===== src/rtl/hazard_unit.sv =====
// rtl/hazard_unit.sv - pipeline hazard unit: operand forwarding, load-use stalls, memory wait, debug step, branch flush
module hazard_unit #(
    parameter int REG_AW   = 5,
    parameter int LOAD_LAT = 1,
    parameter bit BR_FLUSH = 1'b1
) (
    input  logic              clk,
    input  logic              rst_n,
    input  logic              debug_en_i,
    input  logic              debug_step_i,
    input  logic              rs_used_i,
    input  logic              rt_used_i,
    input  logic              is_store_id_i,
    input  logic [REG_AW-1:0] addr_rs_i,
    input  logic [REG_AW-1:0] addr_rt_i,
    input  logic [REG_AW-1:0] regw_addr_exe_i,
    input  logic [REG_AW-1:0] regw_addr_mem_i,
    input  logic [REG_AW-1:0] regw_addr_wb_i,
    input  logic              wb_wen_exe_i,
    input  logic              wb_wen_mem_i,
    input  logic              wb_wen_wb_i,
    input  logic              is_load_exe_i,
    input  logic              is_load_wb_i,
    input  logic              is_store_mem_i,
    input  logic [REG_AW-1:0] addr_rt_mem_i,
    input  logic              branch_taken_i,
    input  logic              mem_busy_i,
    output logic [1:0]        fwd_a_o,
    output logic [1:0]        fwd_b_o,
    output logic              fwd_m_o,
    output logic              if_en_o,
    output logic              id_en_o,
    output logic              exe_en_o,
    output logic              mem_en_o,
    output logic              wb_en_o,
    output logic              if_rst_o,
    output logic              id_rst_o,
    output logic              exe_rst_o,
    output logic              mem_rst_o,
    output logic              wb_rst_o,
    output logic              stalled_o
);

    localparam int CW = 3;

    typedef enum logic [1:0] {
        ST_RUN,
        ST_LSTALL,
        ST_MWAIT,
        ST_DHOLD
    } state_t;

    state_t          state_q, state_d;
    logic [CW-1:0]   cnt_q, cnt_d;
    logic            step_prev_q;
    logic            step_pulse;
    logic            load_use;
    logic [4:0]      en;
    logic [4:0]      clr;
    logic            stall;

    function automatic logic [1:0] fwd_sel(
        input logic              used,
        input logic [REG_AW-1:0] addr,
        input logic              wen_exe,
        input logic [REG_AW-1:0] a_exe,
        input logic              wen_mem,
        input logic [REG_AW-1:0] a_mem,
        input logic              wen_wb,
        input logic [REG_AW-1:0] a_wb
    );
        logic [1:0] sel;
        sel = 2'd0;
        if (used && addr != '0) begin
            if (wen_exe && a_exe == addr)      sel = 2'd1;
            else if (wen_mem && a_mem == addr) sel = 2'd2;
            else if (wen_wb && a_wb == addr)   sel = 2'd3;
        end
        return sel;
    endfunction

    assign fwd_a_o = fwd_sel(rs_used_i, addr_rs_i, wb_wen_exe_i, regw_addr_exe_i,
                             wb_wen_mem_i, regw_addr_mem_i, wb_wen_wb_i, regw_addr_wb_i);
    assign fwd_b_o = fwd_sel(rt_used_i, addr_rt_i, wb_wen_exe_i, regw_addr_exe_i,
                             wb_wen_mem_i, regw_addr_mem_i, wb_wen_wb_i, regw_addr_wb_i);

    assign fwd_m_o = is_store_mem_i && is_load_wb_i && wb_wen_wb_i &&
                     addr_rt_mem_i != '0 && regw_addr_wb_i == addr_rt_mem_i;

    // A store reading the loaded value only as rt gets it later through fwd_m, so it need not stall.
    assign load_use = is_load_exe_i && wb_wen_exe_i && regw_addr_exe_i != '0 &&
                      ((rs_used_i && addr_rs_i == regw_addr_exe_i) ||
                       (rt_used_i && addr_rt_i == regw_addr_exe_i && !is_store_id_i));

    assign step_pulse = debug_step_i && !step_prev_q;

    // Outputs are decoded in the same cycle as the hazard so the bubble lands on the offending instruction.
    // A nonzero counter means a load stall is in progress; it survives MWAIT/DHOLD so stalls resume intact.
    always_comb begin
        state_d = state_q;
        cnt_d   = cnt_q;
        en      = 5'b11111;
        clr     = 5'b00000;
        stall   = 1'b0;
        if (mem_busy_i) begin
            en      = 5'b00000;
            stall   = 1'b1;
            state_d = ST_MWAIT;
        end else if (debug_en_i && !step_pulse) begin
            en      = 5'b00000;
            stall   = 1'b1;
            state_d = ST_DHOLD;
        end else if (cnt_q != '0) begin
            en      = 5'b00111;
            clr     = 5'b00100;
            stall   = 1'b1;
            cnt_d   = cnt_q - 1'b1;
            state_d = (cnt_q == CW'(1)) ? ST_RUN : ST_LSTALL;
        end else if (load_use) begin
            en    = 5'b00111;
            clr   = 5'b00100;
            stall = 1'b1;
            if (LOAD_LAT > 1) begin
                cnt_d   = CW'(LOAD_LAT - 1);
                state_d = ST_LSTALL;
            end else begin
                state_d = ST_RUN;
            end
        end else begin
            state_d = ST_RUN;
            if (BR_FLUSH && branch_taken_i) clr = 5'b01000;
        end
        if (!rst_n) begin
            en    = 5'b11111;
            clr   = 5'b11111;
            stall = 1'b0;
        end
    end

    always_ff @(posedge clk or negedge rst_n) begin
        if (!rst_n) begin
            state_q     <= ST_RUN;
            cnt_q       <= '0;
            step_prev_q <= 1'b0;
        end else begin
            state_q     <= state_d;
            cnt_q       <= cnt_d;
            step_prev_q <= debug_step_i;
        end
    end

    assign {if_en_o, id_en_o, exe_en_o, mem_en_o, wb_en_o}      = en;
    assign {if_rst_o, id_rst_o, exe_rst_o, mem_rst_o, wb_rst_o} = clr;
    assign stalled_o = stall;

endmodule


===== config.mk =====
export PLATFORM = sky130hd
export DESIGN_NAME = hazard_unit
export DESIGN_NICKNAME = d
export VERILOG_FILES = /design/src/rtl/hazard_unit.sv
export SDC_FILE = /design/constraint.sdc
export NUM_CORES = 1
export LEC_CHECK = 0
export CAP_MARGIN = 20
export CELL_PAD_IN_SITES_DETAIL_PLACEMENT = 1
export CELL_PAD_IN_SITES_GLOBAL_PLACEMENT = 1
export CORE_ASPECT_RATIO = 0.75
export CORE_MARGIN = 1
export CORE_UTILIZATION = 24
export CTS_BUF_LIST = sky130_fd_sc_hd__clkbuf_4 sky130_fd_sc_hd__clkbuf_8
export DETAILED_ROUTE_END_ITERATION = 10
export GPL_TIMING_DRIVEN = 0
export PLACE_DENSITY = 0.9
export SETUP_SLACK_MARGIN = 0.15
export SLEW_MARGIN = 0
export SYNTH_ARGS = -nofsm -noshare
export SYNTH_HDL_FRONTEND = slang
export SYNTH_SLANG_ARGS = --single-unit

===== constraint.sdc =====
create_clock -name clk -period 4.6 [get_ports clk]
set_clock_uncertainty 0.1 [all_clocks]
set_input_delay 0.69 -clock clk [delete_from_list [all_inputs] [get_ports clk]]
set_output_delay 0.69 -clock clk [all_outputs]
set_load 0.01 [all_outputs]

# Word-level counts from Yosys, hierarchy flattened

Cells that the tools add are included.

Add/sub/neg operators: 1
Equal/unequal tests: 9
Multiplexer cells: 24
Reduce and logical (&&, ||, !) cells: 30
Bitwise gates (word level): 2

Operators with widths:

| operator            | count |
|---|---|
| $eq 5x5->1          | 9 |
| $mux 5              | 6 |
| $logic_and 1x1->1   | 20 |
| $mux 4              | 5 |
| $reduce_bool 5->1   | 4 |
| $mux 2              | 8 |
| $mux 1              | 5 |
| $logic_not 1->1     | 3 |
| $reduce_and 3->1    | 1 |
| $reduce_bool 3->1   | 1 |
| $sub 3x1->3 const B | 1 |
| $not 1->1           | 2 |
| $logic_or 1x1->1    | 1 |

Word-level logic and storage cells: 68
Output and inout port bits: 16
Bits in registers: 4

# Longest topological paths before layout

Gate-level depths: netlist of the first run.

Depth in word-level cells: 10
Mapped depth: 6

# Least setup slack after synthesis of the first run

OpenSTA, ideal clock, no wires.

Path kind: input port to output port
Start: input addr_rt_i[2]
End: output if_en_o
Arrival: 1.789 ns
Stages: 6
Path slack: 2.021 ns
Path through: xnor2_1 nand4_1 nor4b_2 o2111ai_1 a21o_2 buf_4

Longest elaborated chain between the ends: 10

RTL lines:

| element                         | line | RTL |
|---|---|---|
| from (decl)                     | 15   | `input logic [REG_AW-1:0] addr_rt_i,` |
| $eq 5x5->1                      | 93   | `(rt_used_i && addr_rt_i == regw_addr_exe_i && !is_store_id_i));` |
| $logic_and 1x1->1 (2 in series) | 93   |  |
| $logic_or 1x1->1                | 92   | `((rs_used_i && addr_rs_i == regw_addr_exe_i) \|\|` |
| $logic_and 1x1->1               | 91   | `assign load_use = is_load_exe_i && wb_wen_exe_i && regw_addr_exe_i != '0 &&` |
| $mux 5                          | 119  | `end else if (load_use) begin` |
| $mux 5                          | 113  | `end else if (cnt_q != '0) begin` |
| $mux 5                          | 109  | `end else if (debug_en_i && !step_pulse) begin` |
| $mux 5                          | 105  | `if (mem_busy_i) begin` |
| $mux 5                          | 133  | `if (!rst_n) begin` |
| to (decl)                       | 31   | `output logic if_en_o,` |

No other way between the ends.

# Final worst setup path of the first run

Start: input addr_rt_i[1]
End: output if_en_o

The elaborated chain is that of the path after synthesis.

==> results by group, run 1 <==
Status
  • Status: finished clean

STA
  • Final setup fails: 0
  • Maximum clock rate: 250 MHz
  • Final slew viol count: 0
  • Unrepaired setup endpoints after global routing: false
  • Min Tclk post-route: 4.00 ns
  • Period utilization: 87.0%
  • Relative slew slack: 66.5%
  • Tightest Pin Transition: 0.501 ns
  • Setup_tns: 0 ns
  • Final hold vios: 0

Global routing
  • First-pass GRT wire length: 5580 um
  • Initial antenna violation count: 0
  • Total GRT Usage: 21.8%
  • Largest net degree at the start of global routing: 8
  • Global route total overflow: 0
  • Vias in the first global route: 1112

Clocking
  • PostCTS Resize Cnt: 0
  • Root Driver: clkbuf_8
  • Clock Latency Late Sink: 0.22 ns
  • Post-CTS Setup Bufs: 0
  • CTS buffer count: 3
  • CTS sink cnt: 4
  • # H-tree levels: 1
  • CTS tree: yes
  • Hold Buf Count CTS: 0
  • Clock Tree Buf Depth: 2
  • Worst-path clk slew: 0.03 ns

Place
  • IO buf count: 60
  • Routability cong.: 0.816
  • Hpwl dp: 3200 um

Worst setup path
  • Bufs and invs on worst path: 3
  • Top delay family on crit path: buffers and inverters
  • Peak fanout along the critical path: 4
  • Worst Path Required: 3.81 ns
  • Worst setup EP type: primary output
  • CP Class: input port to primary output
  • Critical Path Start Type: input port
  • CP most frequent cell: clkdlybuf4s50_1
  • Crit path cell chain: clkdlybuf4s50_1 > xnor2_1 > nand4_1 > nor4b_2 > o2111ai_1 > a21o_2 > buf_4 > clkdlybuf4s50_1
  • Arr. time, crit path: 3.21 ns
  • Max stage delay cell, worst path: clkdlybuf4s50_1
  • CP max stage delay: 0.56 ns

Pwr
  • Maximum VDD drop: 0.000192 V
  • Total chip power: 0.000299 W
  • Leakage power: 0.569 nW
  • PwrDens: 202 nW/um2

Drt
  • Via count: 998
  • Antenna-violating nets left: 0
  • Routed length per instance: 17.5 um
  • First-pass DRT Iterations: 4
  • Vias per cell: 4.87
  • # DRC: 0
  • Final WL: 3590 um
  • DRT iter0 DRCs: 18

Synthesis
  • Synth area leader: xnor2_1
  • YS warnings: 0
  • Cell area after synthesis: 790 um2
  • Mapped Cells: 104
  • Syn avg cell area: 7.59 um2
  • Sequential share of the synthesized area: 12.7%
  • Number of distinct library cells after synthesis: 26
  • Post-synth top area share: 18.9%
  • Post-Syn Nets: 151
  • Flops & latches, synth: 4
  • Synth top area cells: xnor2_1, xor2_1, dfrtp_1

Floorplanning
  • Std-Cell Rows: 17
  • Die Y: 51.7 um
  • Die area: 3530 um2
  • Initial Util: 26.0%
  • Die width: 68.2 um
  • Core area: 3040 um2
  • # IOs: 61

Layout
  • ANT cells: 0
  • Area grow syn2layout: 87.3%
  • Nets: 216
  • Layout cell share with drive strength beyond 1: 5.99%
  • Fillcell total: 369

Job
  • Max Cap Viol: 0

Worst hold path
  • Worst min path class: flip-flop to flip-flop
-- synth_stat cells --
| cell type | n |
|---|---|
| a21o_1 | 1 |
| a21o_2 | 1 |
| a21oi_1 | 6 |
| a222oi_1 | 1 |
| a31o_1 | 1 |
| and3_1 | 2 |
| buf_4 | 5 |
| dfrtp_1 | 4 |
| ha_1 | 2 |
| inv_1 | 7 |
| nand2_1 | 5 |
| nand2b_1 | 1 |
| nand3_1 | 4 |
| nand4_1 | 2 |
| nor2_1 | 7 |
| nor2b_1 | 2 |
| nor3_1 | 3 |
| nor3b_1 | 2 |
| nor4_1 | 5 |
| nor4b_2 | 1 |
| o2111ai_1 | 1 |
| o21ai_0 | 3 |
| o22ai_1 | 1 |
| or4_1 | 3 |
| xnor2_1 | 17 |
| xor2_1 | 17 |
-- cell families (layout without fill, tap and decap cells) --
logic type,after synthesis,in the layout,synth area share (%)
flip-flops,4,4,12.7
buffers and inverters,12,75,8.08
adder cells (fa/ha/maj),2,2,3.17
AND/OR/NAND/NOR,37,37,26.3
XOR/XNOR,34,34,37.7
AO/OA/AOI/OAI,15,15,12.0
-- worst paths after layout --
check	start	endpoint	slack, ns	cells after the start
worst max-delay path	addr_rt_i[1]	if_en_o	0.60	8
max in group asynchronous	rst_n	cnt_q[0]	3.56	1
worst min-delay path	cnt_q[2]	cnt_q[2]	0.42	1
min in group asynchronous	rst_n	cnt_q[2]	0.62	1
worst min register to register	cnt_q[2]	cnt_q[2]	0.42	1
worst max register to register	step_prev_q	cnt_q[2]	2.98	5
-- routing by layer --
metal | global-route usage (%) | share of wire (%) | wire (um)
met3 | 3.07 | 3.0 | 108
met1 | 27.8 | 44 | 1590
met4 | 6.60 | 1.8 | 66
met5 | 0 | 0 | 0
met2 | 37.4 | 51 | 1830
-- area by class of cell --
class | count | area [um2] | share of cell area (%)
Tap cell | 38 | 47.5 | 3.21
Inverter | 7 | 26.3 | 1.78
Sequential cell | 4 | 100 | 6.77
Clock buffer | 3 | 41.3 | 2.79
Buffer | 5 | 37.5 | 2.54
Multi-Input combinational cell | 88 | 626 | 42.3
Timing Repair Buffer | 60 | 601 | 40.6
-- where the power goes --
group / total (W) / switching [W] / internal, W / leakage [nW]
registers: 0.0000584 / 0.00000887 / 0.0000496 / 0.0462
clock network: 0.0000736 / 0.0000179 / 0.0000558 / 0.0216
logic: 0.000167 / 0.0000756 / 0.0000917 / 0.501
-- sequential cells by signal (all words and copies together) (netlist names) --
register,flops
step_prev_q,1
cnt_q,3
-- placed cells by master (no fill, tap or decap), drive strengths merged --
cell type / n
nor4b: 1
nand4: 2
clkbuf: 3
o22ai: 1
nor2b: 2
a222oi: 1
nand2b: 1
nor4: 5
a31o: 1
or4: 3
a21o: 2
a21oi: 6
nor3: 3
xnor2: 17
o21ai: 3
nand2: 5
o2111ai: 1
dfrtp: 4
xor2: 17
inv: 7
nor2: 7
nor3b: 2
nand3: 4
clkdlybuf4s50: 60
and3: 2
ha: 2
buf: 5
-- stage by stage --
step,utilization (%),setup slack [ns],instance area (um2),hold WS (ns),instances
2_1_floorplan,-,2.02,790,0.294,104
3_3_place_gp,47.3,0.880,1440,0.381,202
3_5_place_dp,47.3,0.656,1440,0.411,202
4_1_cts,48.6,0.647,1480,0.418,205
5_1_grt,48.6,0.533,1480,0.435,205
6_report,48.6,0.597,1480,0.416,205
(Power assumes the default switching activity.)
==> run 2: changes to the inputs <==
--- a/config.mk
+++ b/config.mk
@@ -12,6 +12,7 @@
 export CORE_MARGIN = 1
 export CORE_UTILIZATION = 24
 export CTS_BUF_LIST = sky130_fd_sc_hd__clkbuf_4 sky130_fd_sc_hd__clkbuf_8
+export CTS_CLUSTER_DIAMETER = 150
 export DETAILED_ROUTE_END_ITERATION = 10
 export GPL_TIMING_DRIVEN = 0
 export PLACE_DENSITY = 0.9
==> results of run 2 <==
Final layout, timing and power as in run 1 (identical DEF).
